[config.mk]
export PLATFORM = sky130hd
export DESIGN_NAME = debounce_bank
export DESIGN_NICKNAME = d
export VERILOG_FILES = /design/src/rtl/debounce_bank.sv
export SDC_FILE = /design/constraint.sdc
export NUM_CORES = 1
export LEC_CHECK = 0
export ABC_CLOCK_PERIOD_IN_PS = 2600
export BUFFER_PORTS_ARGS = -buffer_cell sky130_fd_sc_hd__buf_2
export CAP_MARGIN = 15
export CORE_ASPECT_RATIO = 0.9
export CORE_UTILIZATION = 60
export DETAILED_ROUTE_END_ITERATION = 6
export HOLD_SLACK_MARGIN = 0.15
export PLACE_DENSITY = 0.78
export SLEW_MARGIN = 20
export SYNTH_ARGS = -nofsm -noshare
export SYNTH_HDL_FRONTEND = slang
export SYNTH_SLANG_ARGS = --single-unit
[constraint.sdc]
create_clock -name clk -period 2.6 [get_ports clk]
set_input_delay 0.13 -clock clk [delete_from_list [all_inputs] [get_ports clk]]
set_output_delay 0.13 -clock clk [all_outputs]
set_load 0.03 [all_outputs]
[src/rtl/debounce_bank.sv]
// debounce_bank: per-channel 2-flop sync, bounce filter and press/release/long-press strobes (clk, reset, btn_in -> level_out, rise_pulse, fall_pulse, long_press)
module debounce_bank #(
  parameter int CHANNELS      = 4,
  parameter int STABLE_CYCLES = 50000,
  parameter int LONG_CYCLES   = 0,
  parameter int ACTIVE_LOW    = 0
) (
  input  logic                clk,
  input  logic                reset,
  input  logic [CHANNELS-1:0] btn_in,
  output logic [CHANNELS-1:0] level_out,
  output logic [CHANNELS-1:0] rise_pulse,
  output logic [CHANNELS-1:0] fall_pulse,
  output logic [CHANNELS-1:0] long_press
);
  localparam int CW = STABLE_CYCLES > 1 ? $clog2(STABLE_CYCLES) : 1;
  localparam logic [CW-1:0] CMAX = CW'(STABLE_CYCLES - 1);
  logic [CHANNELS-1:0] s1, s2;
  always_ff @(posedge clk)
    if (reset) {s2, s1} <= '0;
    else {s2, s1} <= {s1, btn_in ^ {CHANNELS{ACTIVE_LOW != 0}}};
  for (genvar i = 0; i < CHANNELS; i++) begin : g_ch
    logic [CW-1:0] cnt;
    logic lvl, rise, fall, diff, hit;
    assign diff = s2[i] ^ lvl;
    assign hit = diff && cnt == CMAX;
    always_ff @(posedge clk)
      if (reset) {cnt, lvl, rise, fall} <= '0;
      else begin
        cnt <= diff && !hit ? cnt + 1'b1 : '0;
        lvl <= hit ? s2[i] : lvl;
        rise <= hit && s2[i];
        fall <= hit && !s2[i];
      end
    assign level_out[i] = lvl;
    assign rise_pulse[i] = rise;
    assign fall_pulse[i] = fall;
    if (LONG_CYCLES > 0) begin : g_long
      localparam int HW = $clog2(LONG_CYCLES + 1);
      localparam logic [HW-1:0] HMAX = HW'(LONG_CYCLES - 1);
      logic [HW-1:0] hcnt;
      logic fired, lp, top;
      assign top = hcnt == HMAX;
      always_ff @(posedge clk)
        if (reset || !lvl || hit) {hcnt, fired, lp} <= '0;
        else begin
          lp <= top && !fired;
          fired <= fired || top;
          hcnt <= fired || top ? hcnt : hcnt + 1'b1;
        end
      assign long_press[i] = lp;
    end else begin : g_nolong
      assign long_press[i] = 1'b0;
    end
  end
endmodule

==> implementation parameters <==
Parameter                              Value

Global routing
  Vias in the first global route ... about 2400
  Maximum number of pins on one net before global-route repair ... 23
  Antenna violations before repair ... 0
  Global route total overflow ... 0
  Combined global-route utilization of all metal layers ... between 20% and 30%
  Wire length of the first global-routing pass ... between 10000 and 15000 µm

Critical path
  Worst Path Required ... 2.83 ns
  Largest stage delay on the critical path ... around 0.75 ns
  Arrival time of the worst setup path ... ~2.2 ns
  Category of the worst setup path launch point ... flop
  Slowest stage cell on the critical path ... or4_1
  List of cells traversed by the critical path ... ha_1 > nand3_1 > or4_1 > mux2i_1 > nor2_1
  Peak fanout along the critical path ... 7
  Setup Crit Path Kind ... reg2reg
  Critical Path End Type ... flop
  Worst-case reg-to-reg path depth ... 5

Power
  PD cells ... a little under 600 nW/µm²
  Total leakage power ... 1.18 nW
  Pwr Total ... between 2 and 2.5 mW
  Peak supply drop ... between 400 and 500 µV

Cells and area
  Number of nets at the end of the flow ... between 400 and 500
  Final core utilization ... 67.1%
  Share of post-route cells with drive strength above 1 ... under 10%
  Reg area ... 1680 µm²
  Number of diodes ... 0
  Layout overhead on the synthesized area ... 7.01%
  Number of inserted filler cells in the final layout ... between 400 and 500
  Final Instance Count excl. Fillers ... 478
  Multi-input combinational cell area ... 1690 µm²
  Post-Layout Inst Area ... between 3000 and 4000 µm²

Clock network
  Clock tree from TritonCTS ... yes
  Clock edge transition at the registers on the reported setup and hold paths ... 0.08 ns
  Maximum clock path buffer count ... 2
  CTS resizes ... 0
  Clock network latency to the later pin of the worst-skew pair ... between 0.3 and 0.4 ns
  CTS HTree Levels ... 3
  TritonCTS Buffers ... 9
  Clock tree root buffer cell ... clkbuf_8
  TritonCTS Sinks ... 84

Route
  Residual antenna-violating net count after detailed routing ... 0
  DRT iter0 DRCs ... 89
  Vias post-DR ... about 2600
  Drt drc ... 0
  Number of iterations in the first detailed-routing pass ... 4
  Wire length after detailed routing ... between 6000 and 7000 µm
  Per-cell via count in the routed design ... ~5.5
  Post-detailed-route wirelength per cell ... 12.7 µm

Timing
  Upper clock frequency limit ... roughly 500 MHz
  Final clock skew ... between 0.01 and 0.015 ns
  Hold_ws ... between 0.15 and 0.2 ns
  Final TNS setup ... 0 ns
  Relative slew slack ... between 60% and 70%
  Crit path time final ... a little under 2 ns
  Unrepaired setup endpoints after global routing ... no
  Setup violations, final ... 0
  Period utilisation layout ... approximately 76%
  Slack of the critical path ... 0.628 ns
  Number of failing hold endpoints at the final stage ... 0
  Slew at the pin with the worst max-slew slack ... about 0.57 ns
  Max-slew violation total from the final report ... 0

Logic synthesis
  Most used flip-flop cell after synthesis ... dfxtp_1
  Fraction of synthesis flops using an asynchronous set or reset pin ... 0%
  Number of enable flip-flop cells after synthesis ... 0
  Cell Area, Synth ... 3570 µm²
  Cell count after synthesis ... roughly 400
  Number of unique standard cell types used by synthesis ... 33
  Yosys reg bits ... 84
  Mean cell area of the mapped netlist ... a little over 9 µm²
  Yosys warns ... 0
  Seq/Total Area, Yosys ... between 40% and 50%

Placed design
  Instance area at placement ... about 3600 µm²
  Worst slack at placement ... about 0.63 ns
  Instance count after placement with tap cells included ... roughly 460
  IO buf count ... 17
  Final Wtd Congestion ... between 0.8 and 0.9
  DP Wirelength ... slightly above 4000 µm

Status
  Result of the run ... finished clean

Die
  Height of the die ... approximately 75 µm
  Std cell rows ... 26
  Initial cell density of the core ... 62.7%
  Die X ... roughly 83 µm
  Placeable Area ... 5690 µm²
  Top-level I/O count ... 22
  Floorplan die area ... 6270 µm²

Job
  Count of max-cap constraint violations ... 0

Worst hold path
  Worst hold path type ... in2reg
  Number of cells on the worst hold path ... 2
==> cell families after synthesis <==
logic type	Yosys count	synth area share, %
mux	4	1.12
simple gates	200	29.6
xor+xnor	59	14.5
buf+inv	38	5.92
other cells	1	0.105
fa+ha+maj	4	1.40
compound gates	2	0.280
flops	84	47.1
==> layout by cell type (no fill, tap or decap), drive strengths merged, types with 4 or more instances in the layout <==
cell type    instances
nand4               18
inv                 16
nand2b               4
nor3                20
nor4bb               6
buf                 17
nor2b                8
dfxtp               84
ha                   4
xor2                 8
nor4b                6
conb                 4
dlygate4sd3          4
nor4                20
nand2               15
mux2i                4
clkbuf              12
nand3               18
xnor2               51
nor2                73
==> layer usage <==
metal / up-vias / global-route usage [%] / wire [µm] / share of wire [%]
met5: - / 0 / 0 / 0
met2: 64 / 35.3 / 2720 / 45
li1: 1342 / - / - / -
met4: 0 / 6.90 / 70 / 1.2
met1: 1209 / 26.4 / 2960 / 49
met3: 9 / 7.35 / 314 / 5.2
==> repair_timing <==
action                    in CTS  in global routing
setup buffers                  0                  0
hold endpoints to repair       4                  0
hold buffers                   4                  0
==> final cells by class <==
class                           count  share of cell area, %
Clock buffer                       12                   4.06
Clock inverter                      4                  0.786
Sequential cell                    84                   44.0
Timing Repair Buffer               21                   3.27
Tap cell                           70                   2.29
Multi-Input combinational cell    273                   44.2
Inverter                           14                   1.37
==> power breakdown <==
part           leakage, nW  switching [mW]  total (mW)  internal, mW
combinational        0.413          0.0264      0.0405        0.0141
clock               0.0934           0.459       0.864         0.405
sequential           0.678         0.00524        1.30          1.29
total                 1.18           0.491        2.20          1.71
==> Yosys cell counts, drive strengths merged (8+ instances only) <==
library cell | count | area share (%)
buf | 18 | 3.8
dfxtp | 84 | 47
inv | 14 | 1.5
nand2 | 15 | 1.8
nand3 | 18 | 2.5
nand4 | 18 | 3.2
nor2 | 73 | 7.7
nor2b | 8 | 1.4
nor3 | 20 | 2.8
nor4 | 20 | 3.7
xnor2 | 51 | 13
xor2 | 8 | 2.0
==> worst max-delay path: cells and delay by family, from the launching register on <==
family	cells	cell delay (ns)
adder cells (fa/ha/maj)	1	0.20
multiplexers	1	0.20
flip-flops	1	0.38
AND/OR/NAND/NOR	3	1.08
==> final timing paths <==
check | start | end | slack (ns)
setup / recovery | g_ch[0].cnt[0]$_SDFF_PP0_ | g_ch[0].lvl$_SDFFE_PP0P_ | 0.63
hold / removal | reset | s2[3]$_SDFF_PP0_ | 0.20
setup reg to reg | g_ch[0].cnt[0]$_SDFF_PP0_ | g_ch[0].lvl$_SDFFE_PP0P_ | 0.63
hold reg to reg | s1[3]$_SDFF_PP0_ | s2[3]$_SDFF_PP0_ | 0.43
==> sequential cells by signal (all words and copies together), names as in the netlist <==
name and cells:
g_ch.rise 4, g_ch.fall 4, s2 4, s1 4, g_ch.lvl 4, g_ch.cnt 64
No activity file was read; power rests on OpenSTA's default activity.
